**src/rtl/alu_pkg.sv**
```systemverilog
// Shared ALUOp encodings, ALU control codes and the R-type funct3 decode
// used by the execute stage.
package alu_pkg;

    // ALUOp values driven by the main control unit
    localparam logic [2:0] ALUOP_MEM       = 3'b000;
    localparam logic [2:0] ALUOP_BRANCH    = 3'b001;
    localparam logic [2:0] ALUOP_RTYPE     = 3'b010;
    localparam logic [2:0] ALUOP_RTYPE_ALT = 3'b011;
    localparam logic [2:0] ALUOP_ITYPE     = 3'b100;

    // ALU control codes
    localparam logic [3:0] ALU_AND  = 4'b0000;
    localparam logic [3:0] ALU_OR   = 4'b0001;
    localparam logic [3:0] ALU_ADD  = 4'b0010;
    localparam logic [3:0] ALU_XOR  = 4'b0011;
    localparam logic [3:0] ALU_SLL  = 4'b0100;
    localparam logic [3:0] ALU_SRL  = 4'b0101;
    localparam logic [3:0] ALU_SUB  = 4'b0110;
    localparam logic [3:0] ALU_SLT  = 4'b0111;
    localparam logic [3:0] ALU_SLTU = 4'b1000;
    localparam logic [3:0] ALU_SRA  = 4'b1001;

    // Base funct3 mapping shared by R-type and I-type arithmetic
    function automatic logic [3:0] funct3_to_ctrl(input logic [2:0] f3);
        logic [3:0] code;
        case (f3)
            3'b000:  code = ALU_ADD;
            3'b001:  code = ALU_SLL;
            3'b010:  code = ALU_SLT;
            3'b011:  code = ALU_SLTU;
            3'b100:  code = ALU_XOR;
            3'b101:  code = ALU_SRL;
            3'b110:  code = ALU_OR;
            default: code = ALU_AND;
        endcase
        return code;
    endfunction

endpackage

```
**src/rtl/alu_ctrl_dec.sv**
```systemverilog
// ALU control decoder: ALUOp + funct3 -> 4-bit ALU control code.
// Purely combinational; reserved ALUOp values fall back to ADD.
module alu_ctrl_dec
    import alu_pkg::*;
(
    input  logic [2:0] i_alu_op,
    input  logic [2:0] i_funct3,
    output logic [3:0] o_alu_ctrl
);

    // Select the operation from ALUOp, consulting funct3 only for arithmetic types
    always_comb begin
        o_alu_ctrl = ALU_ADD;
        case (i_alu_op)
            ALUOP_MEM:    o_alu_ctrl = ALU_ADD;
            ALUOP_BRANCH: o_alu_ctrl = ALU_SUB;
            ALUOP_RTYPE,
            ALUOP_ITYPE:  o_alu_ctrl = funct3_to_ctrl(i_funct3);
            ALUOP_RTYPE_ALT: begin
                if (i_funct3 == 3'b000)
                    o_alu_ctrl = ALU_SUB;
                else if (i_funct3 == 3'b101)
                    o_alu_ctrl = ALU_SRA;
                else
                    o_alu_ctrl = funct3_to_ctrl(i_funct3);
            end
            default:      o_alu_ctrl = ALU_ADD;
        endcase
    end

endmodule

```
**src/rtl/alu_exec_unit.sv**
```systemverilog
// Execute stage: ALU, zero flag, PC+4 / PC+imm adders and next-PC select,
// all captured in a single output register stage (one-cycle latency).
module alu_exec_unit
    import alu_pkg::*;
#(
    parameter int WIDTH = 32
) (
    input  logic             clk,
    input  logic             reset,
    input  logic             in_valid,
    input  logic [2:0]       alu_op,
    input  logic [2:0]       funct3,
    input  logic             branch,
    input  logic [WIDTH-1:0] op_a,
    input  logic [WIDTH-1:0] op_b,
    input  logic [WIDTH-1:0] pc,
    input  logic [WIDTH-1:0] imm,
    output logic             out_valid,
    output logic [3:0]       alu_ctrl,
    output logic [WIDTH-1:0] alu_result,
    output logic             zero,
    output logic [WIDTH-1:0] pc_plus4,
    output logic [WIDTH-1:0] branch_target,
    output logic             pc_sel,
    output logic [WIDTH-1:0] next_pc
);

    // ALU operation on raw operands; shifts use only the low five bits of b
    function automatic logic [WIDTH-1:0] alu_compute(
        input logic [3:0]       ctrl,
        input logic [WIDTH-1:0] a,
        input logic [WIDTH-1:0] b
    );
        logic signed [WIDTH-1:0] a_s;
        logic signed [WIDTH-1:0] b_s;
        logic [4:0]              sh;
        logic [WIDTH-1:0]        res;
        a_s = a;
        b_s = b;
        sh  = b[4:0];
        case (ctrl)
            ALU_AND:  res = a & b;
            ALU_OR:   res = a | b;
            ALU_ADD:  res = a + b;
            ALU_XOR:  res = a ^ b;
            ALU_SLL:  res = a << sh;
            ALU_SRL:  res = a >> sh;
            ALU_SUB:  res = a - b;
            ALU_SLT:  res = {{(WIDTH-1){1'b0}}, (a_s < b_s)};
            ALU_SLTU: res = {{(WIDTH-1){1'b0}}, (a < b)};
            ALU_SRA:  res = WIDTH'(a_s >>> sh);
            default:  res = '0;
        endcase
        return res;
    endfunction

    logic [3:0]       w_alu_ctrl_p0;
    logic [WIDTH-1:0] w_alu_result_p0;
    logic             w_zero_p0;
    logic [WIDTH-1:0] w_pc_plus4_p0;
    logic [WIDTH-1:0] w_branch_target_p0;
    logic             w_pc_sel_p0;
    logic [WIDTH-1:0] w_next_pc_p0;

    logic             r_vld_p1;
    logic [3:0]       r_alu_ctrl_p1;
    logic [WIDTH-1:0] r_alu_result_p1;
    logic             r_zero_p1;
    logic [WIDTH-1:0] r_pc_plus4_p1;
    logic [WIDTH-1:0] r_branch_target_p1;
    logic             r_pc_sel_p1;
    logic [WIDTH-1:0] r_next_pc_p1;

    alu_ctrl_dec u_ctrl_dec (
        .i_alu_op   (alu_op),
        .i_funct3   (funct3),
        .o_alu_ctrl (w_alu_ctrl_p0)
    );

    // ---- stage p0: combinational execute from current inputs ----
    // Zero comes from the same result that gets registered, so it can never be stale
    always_comb begin
        w_alu_result_p0    = alu_compute(w_alu_ctrl_p0, op_a, op_b);
        w_zero_p0          = (w_alu_result_p0 == '0);
        w_pc_plus4_p0      = pc + WIDTH'(4);
        w_branch_target_p0 = pc + imm;
        w_pc_sel_p0        = branch & w_zero_p0;
        w_next_pc_p0       = w_pc_sel_p0 ? w_branch_target_p0 : w_pc_plus4_p0;
    end

    // ---- stage p1: output register; data holds when no new valid input ----
    // Capture all results on a valid input; clear everything on reset
    always_ff @(posedge clk or negedge reset) begin
        if (!reset) begin
            r_vld_p1           <= 1'b0;
            r_alu_ctrl_p1      <= '0;
            r_alu_result_p1    <= '0;
            r_zero_p1          <= 1'b0;
            r_pc_plus4_p1      <= '0;
            r_branch_target_p1 <= '0;
            r_pc_sel_p1        <= 1'b0;
            r_next_pc_p1       <= '0;
        end else begin
            r_vld_p1 <= in_valid;
            if (in_valid) begin
                r_alu_ctrl_p1      <= w_alu_ctrl_p0;
                r_alu_result_p1    <= w_alu_result_p0;
                r_zero_p1          <= w_zero_p0;
                r_pc_plus4_p1      <= w_pc_plus4_p0;
                r_branch_target_p1 <= w_branch_target_p0;
                r_pc_sel_p1        <= w_pc_sel_p0;
                r_next_pc_p1       <= w_next_pc_p0;
            end
        end
    end

    assign out_valid     = r_vld_p1;
    assign alu_ctrl      = r_alu_ctrl_p1;
    assign alu_result    = r_alu_result_p1;
    assign zero          = r_zero_p1;
    assign pc_plus4      = r_pc_plus4_p1;
    assign branch_target = r_branch_target_p1;
    assign pc_sel        = r_pc_sel_p1;
    assign next_pc       = r_next_pc_p1;

endmodule

```
**config.mk**
```make
export PLATFORM = sky130hd
export DESIGN_NAME = alu_exec_unit
export DESIGN_NICKNAME = d
export VERILOG_FILES = /design/src/rtl/alu_pkg.sv /design/src/rtl/alu_ctrl_dec.sv /design/src/rtl/alu_exec_unit.sv
export SDC_FILE = /design/constraint.sdc
export NUM_CORES = 1
export LEC_CHECK = 0
export BUFFER_PORTS_ARGS = -buffer_cell sky130_fd_sc_hd__buf_2
export CAP_MARGIN = 30
export CORE_ASPECT_RATIO = 1.5
export CORE_MARGIN = 2
export CORE_UTILIZATION = 30
export DETAILED_ROUTE_END_ITERATION = 8
export PLACE_DENSITY_LB_ADDON = 0.12
export SLEW_MARGIN = 20
export SYNTH_ARGS = -nofsm -noshare
export SYNTH_HDL_FRONTEND = slang
export SYNTH_HIERARCHICAL = 1
export SYNTH_SLANG_ARGS = --single-unit
export TNS_END_PERCENT = 5
```
**constraint.sdc**
```tcl
create_clock -name clk -period 1.1 [get_ports clk]
set_input_delay 0.22 -clock clk [delete_from_list [all_inputs] [get_ports clk]]
set_output_delay 0.22 -clock clk [all_outputs]
set_load 0.01 [all_outputs]
```
# [Yosys cells after proc, flatten, opt, wreduce, memory -nomap -nowiden]
# Index checks and enable logic that the tools add are counted.
[word_totals] regBits=135 out_inout_bits=135
[op_classes] n_addsub=4 n_lt_le_gt_ge=2 n_eq_ne=19 n_shift=3 n_mux=7 n_bitwise=4 n_reduce_logical=4
[ops] op="32-bit case mux with 10 select lines" n=1
[ops] op="32-bit adder" n=2
[ops] op="32-bit < comparator" n=2
[ops] op="32-bit by 3-bit adder with 32-bit output, second input constant" n=1
[ops] op="32-bit AND" n=1
[ops] op="32-bit logical NOT" n=1
[ops] op="32-bit two-way mux" n=1
[ops] op="32-bit bitwise OR" n=1
[ops] op="32-bit by 5-bit << shifter with 32-bit output" n=1
[ops] op="32-bit by 5-bit right shift with 32-bit output" n=1
[ops] op="32-bit by 5-bit >>> shifter with 32-bit output" n=1
[ops] op="32-bit subtractor" n=1
[ops] op="32-bit XOR" n=1
[ops] op="4-bit case mux with 7 select lines" n=1
[ops] op="4-bit case mux with 5 select lines" n=1
[ops] op="4-bit by 3-bit == test with 1-bit output, second input constant" n=4
[ops] op="3-bit by 2-bit == test with 1-bit output, second input constant" n=4
[ops] op="3-bit == test, second input constant" n=4
[ops] op="4-bit case mux with 3 select lines" n=1
[ops] op="4-bit by 2-bit == test with 1-bit output, second input constant" n=2
[ops] op="4-bit == test, second input constant" n=2
[ops] op="4-bit two-way mux" n=2
[ops] op="3-bit by 1-bit == test with 1-bit output, second input constant" n=2
[ops] op="4-bit by 1-bit == test with 1-bit output, second input constant" n=1
[ops] op="other kinds (4)" n=4

# [Depth between registers and ports, before layout]
# Gate-level depths: netlist of the first run.
[depth] depth_word=10 depth_mapped=21 depth_no_buf=16

# [By module]
# Netlist of the first run, hierarchy kept.
[by_module_without_submodules] module="alu_exec_unit" n_inst=1 cells_each=2299 area_per_inst_um2=18132.4 seq_area_each_um2=3378.2
[by_module_without_submodules] module="alu_ctrl_dec" n_inst=1 cells_each=19 area_per_inst_um2=143.9 seq_area_each_um2=0.0

# [Worst setup path before layout of the first run]
# Ideal clock, no wire load.
[synth_path] path_kind="input to register" startpoint="input port op_b[2]" endpoint="register r_next_pc_p1[14] (netlist: next_pc[14])" setup_ns=0.126 t_arrival_ns=5.206 required_time_ns=0.974 path_slack_ns=-4.232 path_stages=20 path_buffers=6 path_cell_list="buf_2 -> inv_2 -> clkbuf_1 -> clkbuf_1 -> buf_1 -> ha_1 -> clkbuf_1 -> nand2b_1 -> a221oi_1 -> o311a_1 -> o21ai_1 -> o21ai_1 -> a21oi_1 -> a221o_1 -> a211oi_1 -> nand3_1 -> nor4_2 -> nand2_2 -> buf_2 -> a221o_1"
[synth_between] elab_chain_cells=5 elab_cells_between_ends=14 cone_classes="2 x add/sub; 2 x order compare; 3 x shift; 2 x mux; 4 x bitwise; 1 x reduce/logical"
[synth_lines] element="start, declared" line="alu_exec_unit.sv:15" text="input logic [WIDTH-1:0] op_b,"
[synth_lines] element="32-bit subtractor, or another cell as far along" line="alu_exec_unit.sv:48" text="ALU_SUB: res = a - b;"
[synth_lines] element="32-bit case mux with 10 select lines (*)" line="alu_exec_unit.sv:41" text="case (ctrl)"
[synth_lines] element="32-bit logical NOT (*)" line="alu_exec_unit.sv:84" text="w_zero_p0 = (w_alu_result_p0 == '0);"
[synth_lines] element="1-bit AND (*)" line="alu_exec_unit.sv:87" text="w_pc_sel_p0 = branch & w_zero_p0;"
[synth_lines] element="32-bit two-way mux (*)" line="alu_exec_unit.sv:88" text="w_next_pc_p0 = w_pc_sel_p0 ? w_branch_target_p0 : w_pc_plus4_p0;"
[synth_lines] element="end signal, assigned" line="alu_exec_unit.sv:112" text="r_next_pc_p1 <= w_next_pc_p0;"
[synth_lines] element="end, declared" line="alu_exec_unit.sv:72" text="logic [WIDTH-1:0] r_next_pc_p1;"
# Every way passes the cells marked *; elsewhere a longest branch is shown, timed or not.
# A chain may end at the register's enable or synchronous reset.

# [Final worst setup path of the first run]
[layout_path] startpoint="input port alu_op[0]" endpoint="register r_next_pc_p1[13] (netlist: next_pc[13])"
[layout_between] elab_chain_cells=8 elab_cells_between_ends=20 cone_classes="13 x eq/ne; 3 x mux; 1 x bitwise; 3 x reduce/logical"
[layout_lines] element="start, declared" line="alu_exec_unit.sv:11" text="input logic [2:0] alu_op,"
[layout_lines] element="3-bit by 2-bit == test with 1-bit output or 3-bit == test (tied branches)" line="alu_ctrl_dec.sv:14" text="case (i_alu_op)"
[layout_lines] element="2-bit OR reduction" line="alu_ctrl_dec.sv:14"
[layout_lines] element="4-bit case mux with 3 select lines (*)" line="alu_ctrl_dec.sv:14"
[layout_lines] element="via w_alu_ctrl_p0[2]" line="alu_exec_unit.sv:57" text="logic [3:0] w_alu_ctrl_p0;"
[layout_lines] element="4-bit == test, or another cell as far along" line="alu_exec_unit.sv:41"
[layout_lines] element="32-bit case mux with 10 select lines (*)" line="alu_exec_unit.sv:41"
[layout_lines] element="32-bit logical NOT (*)" line="alu_exec_unit.sv:84"
[layout_lines] element="1-bit AND (*)" line="alu_exec_unit.sv:87"
[layout_lines] element="32-bit two-way mux (*)" line="alu_exec_unit.sv:88"
# The timed path passes the listed nets; every way through them passes the cells marked *.

==> key figures, run 1 <==
Setup path
  • CP Capture Point: next_pc[13]
  • FF-to-FF path depth: 1
  • Crit path launch type: primary input
  • WP data arrival: 4690 ps
  • Register-to-register setup slack: 210 ps
  • Req. time, crit path: 1480 ps
  • R2r startpoint: next_pc[30]
  • Worst Path Class, Setup: primary input to flip-flop
  • Critical Path Start: alu_op[0]
  • Crit end category: flip-flop
  • Max FO, Critical Path: 6
  • Worst reg2reg endpoint: next_pc[30]

Power and ir drop
  • Maximum vdd drop: 1.03 mV
  • Static Leak: 14.4 nW
  • PD cells: 939 mW/mm2

Outcome
  • Failing checks: setup timing
  • Status: complete, but fails checks

STA
  • Final worst slack: -3210 ps
  • F_max: 232 MHz
  • Final hold vios: 0
  • Setup skew after layout: 0 ps
  • RSZ-0062 raised after global routing: yes
  • Hold Slack: 164 ps
  • Worst slew pin tran: 1010 ps
  • Setup TNS: -215490 ps
  • Min Tclk post-route: 4310 ps
  • Max-slew violation count: 0
  • Setup violations, final: 254
  • Slew headroom: 0.319
  • Final period utilization: 3.92

Synth
  • Yosys top cell area share: 0.185
  • Top post-synthesis cells by area: dfrtp_1, ha_1, mux4_2
  • Fraction of registers with async set/reset: 1.00
  • FF+latch count, synth: 135
  • Synthesized area per cell: 7.88 um2
  • Commonest cells post-synth: nor2_1, nand2_1, a21oi_1
  • Post-synth net total: 2592
  • Synthesis Warnings: 6
  • Synth Cell Area: 0.0183 mm2
  • Cell variety after synth: 101
  • Syn Inst Count: 2318
  • Count leader, synth: nor2_1
  • Area leader, netlist: dfrtp_1
  • Top_reg_cell synth: dfrtp_1
  • Post-synth EDFFs: 0
  • Seq/Total Area, Yosys: 0.185

Final layout
  • Final Instance Area: 0.0306 mm2
  • Layout cells sized above 1: 0.490
  • Syn-to-layout area delta: 67.5%
  • Final #Nets: 3747
  • Number of diodes: 0
  • Fillers: 5960
  • Final Util: 0.509

Drt
  • WL/cell: 26.3 um
  • 1st-pass router iterations: 7
  • Wl on met1: 39900 um
  • Antenna viol nets, final: 0
  • DR iter-0 viols: 1436
  • Met3 wire length: 4590 um
  • DR vias: 23800
  • Top routing layer used: met4
  • Metal2 WL: 57500 um
  • DR vias/cell: 5.56
  • Total Routed Length: 112000 um
  • DRC Markers: 0

Place
  • Placer Congestion: 1.04
  • Placed Area: 0.0280 mm2
  • PortBufs: 272
  • Pre-CTS setup slack: -4460 ps
  • Detailed Place HPWL: 94700 um

Run
  • Max Cap Violations: 0

Die
  • Die Wd: 206 um
  • I/O pins: 273
  • Core Footprint: 0.0601 mm2
  • Chip height: 306 um
  • Die ar.: 0.0630 mm2
  • Initial core utilization: 0.304
  • Row count: 110

Clock tree
  • CTS tree: built
  • Worst-case clock buffer depth: 2
  • Number of CTS-inserted buffers: 17
  • H-tree levels: 4
  • Root Buffer: clkbuf_16
  • Clock transition at path regs: 60 ps
  • Clk sinks: 135
  • Clock latency on the worst-skew pair: 440 ps

Worst hold path
  • Hold path start: pc[1]
  • Worst min path class: primary input to flip-flop

GRT
  • Grt ovf: 0
  • Pin count of the biggest net entering global routing: 38
  • First-pass GRT wire length: 161000 um
  • Vias in the first global route: 24900
  • Initial antenna violation count: 1
  • Gr usage total: 0.350
cell type report:
cell class                      instances  area, um2  area share
Multi-Input combinational cell       1874      15200       0.495
Timing Repair Buffer                 1314      10000       0.328
Sequential cell                       135       3380       0.110
Tap cell                              784        981      0.0321
Inverter                              131        507      0.0166
Clock buffer                           19        443      0.0145
Clock inverter                         13       97.6     0.00319
kinds of logic after synthesis:
kind of cell | after synthesis | share of synthesized area
AND/OR/NAND/NOR | 774 | 0.206
AO/OA/AOI/OAI | 689 | 0.254
buffers and inverters | 310 | 0.0696
multiplexers | 197 | 0.154
adder cells (fa/ha/maj) | 136 | 0.0943
flip-flops | 135 | 0.185
XOR/XNOR | 77 | 0.0369
how the worst min path moves through the flow:
stage	end	slack, ps	cells past startpoint
final	pc_plus4[1]	160	3
after global routing	pc_plus4[1]	160	3
after CTS	pc_plus4[2]	140	3
after detailed placement	branch_target[7]	100	1
after global placement	branch_target[7]	110	1
after floorplan	alu_ctrl[0]	-80	0
through the flow:
step / total power, mW / cells
after floorplan: 12.8 / 2318
after global placement: 21.7 / 4195
after detailed placement: 21.8 / 4195
after CTS: 28.3 / 4257
after global routing: 30.2 / 4270
final: 28.7 / 4270
power breakdown:
part	switching (mW)	internal [mW]	total [mW]
clock	2.46	2.96	5.41
combinational	8.94	8.17	17.1
sequential	0.482	5.71	6.20
state kept, by name, indices dropped and copies added (netlist names):
register       count
alu_result        32
branch_target     32
next_pc           32
pc_plus4          32
alu_ctrl           4
out_valid          1
pc_sel             1
zero               1
placed cells by master (no fill, tap or decap), drive strengths merged, types with 14 or more instances in the layout:
master / n
o211ai: 32
nor2: 245
o21ai: 126
o21a: 14
nor3: 66
o22ai: 36
mux4: 61
or3: 15
a21o: 38
nor4: 25
mux2i: 77
xnor2: 48
mux2: 59
buf: 1312
a31oi: 35
dfrtp: 135
inv: 130
o311ai: 17
or2: 18
and2: 16
and3: 26
xor2: 29
a21oi: 159
nand2b: 30
nand3: 63
ha: 133
a221o: 21
o31ai: 29
clkbuf: 20
nand2: 172
nor2b: 26
a22oi: 16
nand4: 39
a211oi: 33
critical path: stages:
cell	delay [ps]
buf_6	100
nor3b_4	250
nor2_4	80
o31ai_4	490
buf_4	230
nand4bb_1	150
buf_4	160
nor2_4	70
a311oi_4	390
buf_4	180
o211ai_1	200
a211o_1	340
nor4_4	300
nand4b_1	160
buf_6	160
buf_4	130
or4_4	600
buf_6	170
nor3_4	160
a221o_1	130
layer usage:
layer,up-vias,track usage
met5,-,0
met4,0,0.275
met3,312,0.0391
met2,862,0.640
met1,11600,0.357
li1,11000,-
what timing repair did:
action                     in CTS  in global routing
gates resized for setup       240                108
hold endpoints to repair      135                  0
setup buffers                  29                 14
hold buffers                    1                  0
setup endpoints to repair     256                258
cloned                          2                  1
pin swaps                      77                 49
No activity file was read; power rests on OpenSTA's default activity.
==> run 2: changes to the inputs <==
Settings changed: ABC_AREA set to 1, CAP_MARGIN 30 to not set.
==> run 2 against run 1 <==
  * The run still ends with setup timing left
  * Worst hold slack worse by 44 ps
  * Total power down 1.9%
  * Synthesized cell count up 40%
  * Routed wire length down 4.6%
  * Final area down 0.85%
  * Core utilization down 1.2 points
  * Register-to-register slack better by 190 ps
  * Synthesized area up 1.3%
  * Sequential share of layout area up 0.095 points
  * Critical endpoint is now next_pc[23]
==> key figures, run 2 <==
Outcome
  • Status: complete, but fails checks
  • Failing checks: setup timing

Place
  • Placed Area: 0.0266 mm2 (-5.0%)
  • PortBufs: 272 (unchanged)
  • Dpl cells: 4978 (+19%)
  • Placer Congestion: 1.02 (-1.7%)
  • Detailed Place HPWL: 90000 um (-5.0%)

Setup path
  • Crit-path slowest cell: nor2_4
  • WP data arrival: 3340 ps (-1350 ps)
  • Crit end category: flip-flop
  • CP peak stage delay: 300 ps (-300 ps)
  • Crit path launch type: primary input
  • Crit. path cell count: 23 (+15%)
  • Req. time, crit path: 1480 ps (about the same)
  • Critical path's top delay family: simple AND/OR/NAND/NOR gates
  • Cell-by-cell trace of the critical path: buf_8 > buf_6 > buf_4 > clkbuf_16 > nand2_1 > nand3_1 > nand3_1 > nand2_1 > nand2_2 > nand2_1 > nand2_1 > nand3_1 > nand2_2 > nand3_1 > nor2_2 > buf_4 > nand3_1 > nor2_2 > nand2_2 > nor2_4 > buf_6 > nand4_1 > nand3_2
  • FF-to-FF path depth: 2 (+1)
  • Most used cell, CP: nand3_1
  • Worst Path Class, Setup: primary input to flip-flop
  • Max FO, Critical Path: 13 (+7)
  • CP bufs+invs: 6 (-1)

STA
  • Final hold vios: 0 (unchanged)
  • Setup violations, final: 249 (-2.0%)
  • Worst slew pin tran: 601 ps (-413 ps)
  • RSZ-0062 raised after global routing: yes
  • Setup skew after layout: 0 ps (unchanged)
  • Min Tclk post-route: 2970 ps (-1350 ps)
  • F_max: 337 MHz (+45%)
  • Max-slew violation count: 0 (unchanged)
  • Final worst slack: -1870 ps (+1350 ps)
  • Slew headroom: 0.599 (+0.280)
  • Final period utilization: 2.70 (-1.23)

Clock tree
  • CTS tree: built
  • Clock transition at path regs: 70 ps (about the same)
  • Worst-case clock buffer depth: 2 (unchanged)
  • H-tree levels: 4 (unchanged)
  • Root Buffer: clkbuf_16
  • Clock latency on the worst-skew pair: 440 ps (about the same)
  • Clk sinks: 135 (unchanged)
  • Number of CTS-inserted buffers: 17 (unchanged)

Synth
  • Seq/Total Area, Yosys: 0.182 (-0.00236)
  • Area leader, netlist: nand2_1
  • Synthesized area per cell: 5.71 um2 (-28%)
  • Largest family of logic cells by synthesized area: simple AND/OR/NAND/NOR gates
  • Commonest cells post-synth: nand2_1, nand3_1, inv_1
  • Syn Inst Count: 3243 (+40%)
  • FF+latch count, synth: 135 (unchanged)
  • Yosys top cell area share: 0.223 (+0.0378)
  • Adder-Cell Fraction of Synth Area: 0.0931 (-0.00121)
  • Post-synth EDFFs: 0 (unchanged)
  • Count leader, synth: nand2_1
  • Synth Area in Compound Gates: 0.0901 (-0.164)
  • Cell variety after synth: 53 (-48%)
  • Synth Cell Area: 0.0185 mm2 (+1.3%)
  • XOR/XNOR share of the synthesized area: 0.0260 (-0.0109)
  • Fraction of registers with async set/reset: 1.00 (unchanged)
  • Synthesis Warnings: 6 (unchanged)
  • Post-synthesis mux area share: 0 (-0.154)
  • Top_reg_cell synth: dfrtp_1
  • Simple-gate portion of the synthesized area: 0.486 (+0.281)
  • Post-synth net total: 3517 (+36%)
  • Top post-synthesis cells by area: nand2_1, dfrtp_1, nand3_1

GRT
  • Met2 Track Usage GR: 0.596 (-0.0434)
  • Grt ovf: 0 (unchanged)
  • Pin count of the biggest net entering global routing: 66 (+74%)
  • First-pass GRT wire length: 150000 um (-6.6%)
  • Met1 Use GR: 0.341 (-0.0156)
  • GRT busiest layer: met2
  • Gr usage total: 0.320 (-0.0294)
  • Initial antenna violation count: 2 (+1)
  • Vias in the first global route: 25000 (+0.45%)
  • Met3 Track Usage GR: 0.0225 (-0.0166)

Worst hold path
  • WHS Path Cells: 3 (unchanged)
  • Worst min path class: primary input to flip-flop

Final layout
  • Non-filler instance count after layout: 5057 (+18%)
  • Final Instance Area: 0.0303 mm2 (-0.85%)
  • Layout cells sized above 1: 0.389 (-0.101)
  • Final #Nets: 4525 (+21%)
  • Commonest non-fill, non-tap cell in the layout: nand2_1
  • Syn-to-layout area delta: 63.9%
  • Most frequent cells in the layout: nand2_1, buf_4, nand3_1

Drt
  • Antenna viol nets, final: 0 (unchanged)
  • DRC Markers: 0 (unchanged)
  • Total Routed Length: 107000 um (-4.6%)
  • WL/cell: 21.1 um (-19%)
  • DR vias: 25500 (+7.2%)
  • DR vias/cell: 5.04 (-9.5%)
  • 1st-pass router iterations: 5 (-2)
  • DR iter-0 viols: 1683 (+17%)

Die
  • Row count: 111 (+0.91%)
  • Core Footprint: 0.0611 mm2 (+1.6%)
  • Chip height: 308 um (+0.64%)
  • Die ar.: 0.0638 mm2 (+1.3%)
  • I/O pins: 273 (unchanged)
  • Initial core utilization: 0.303 (-0.000921)
  • Die Wd: 207 um (+0.63%)

Run
  • Max Cap Violations: 0 (unchanged)

Power and ir drop
  • Static Leak: 16.4 nW (+14%)
  • PD cells: 929 mW/mm2 (-1.1%)
  • Maximum vdd drop: 1.12 mV (+9.5%)
[run 2: cell count changes after synthesis, moves of 38 or more]
cell / previous run / this run
nand2_1: 171 / 1098
nand3_1: 63 / 511
inv_1: 124 / 378
mux2i_1: 77 / 0
clkbuf_1: 118 / 43
mux4_2: 60 / 0
a21oi_1: 159 / 106
mux2_2: 53 / 0
nor2_1: 243 / 281
nor3_1: 66 / 28
[run 2: repair_timing]
action | 4_1_cts | 5_1_grt
cloned | 0 | 11
setup buffers | 0 | 33
hold buffers | 1 | 0
gates resized for setup | 178 | 470
setup endpoints to repair | 254 | 255
pin swaps | 14 | 124
endpoints found under the hold margin | 135 | 0
[run 2: final cells by class]
type | instances | area [um2]
Sequential cell | 135 | 3380
Timing Repair Buffer | 1123 | 8770
Inverter | 403 | 1580
Multi-Input combinational cell | 2570 | 15000
Tap cell | 791 | 990
Fill cell | 6486 | 30800
Clock buffer | 20 | 457
Timing Repair inverter | 1 | 8.76
Antenna cell | 2 | 5.00
Clock inverter | 12 | 141
[run 2: worst paths after layout]
| kind | from | slack [ps] | to |
|---|---|---|---|
| min | pc[2] | 120 | pc_plus4[2] |
| min reg2reg | branch_target[23] | 470 | branch_target[23] |
| max reg2reg | branch_target[21] | 400 | branch_target[21] |
| max | op_b[0] | -1870 | next_pc[23] |
| min in group asynchronous | reset | 170 | branch_target[22] |
| max in group asynchronous | reset | 460 | next_pc[29] |
[run 2: worst reg2reg max path: stages (launching register included)]
cell,delay (ps)
dfrtp_1,430
nand2_1,90
o21ai_0,70
[run 2: per-stage QoR]
step           setup WS [ps]  total power, mW  hold slack, ps   util  setup TNS, ps
2_1_floorplan          -1800             12.4           -75.6      -        -124970
3_3_place_gp           -2690             20.4            60.5  0.435        -211210
3_5_place_dp           -2640             20.4            58.6  0.435        -210620
4_1_cts                -1830             26.8            97.0  0.457        -140220
5_1_grt                -1970             29.8             110  0.496        -151940
6_report               -1870             28.2             119  0.497        -134140
[run 2: kinds of logic (layout without fill, tap and decap cells)]
group                      after synthesis  after routing
buffers and inverters                  538           1559
adders and majority gates              136            136
and+or+nand+nor                       2078           2078
xor gates and xnor gates                55             55
DFF                                    135            135
other                                    0              2
AOI/OAI and AO/OA                      301            301
[run 2: power by group]
| group | internal, mW | switching, mW |
|---|---|---|
| clock network | 3.48 | 2.40 |
| registers | 5.68 | 0.445 |
| logic | 7.04 | 9.12 |
[run 2: metal layers]
layer,vias to the layer above,wire length (um)
met5,-,13
met4,2,9270
met3,311,4850
met2,975,54700
met1,11700,38100
li1,12400,-
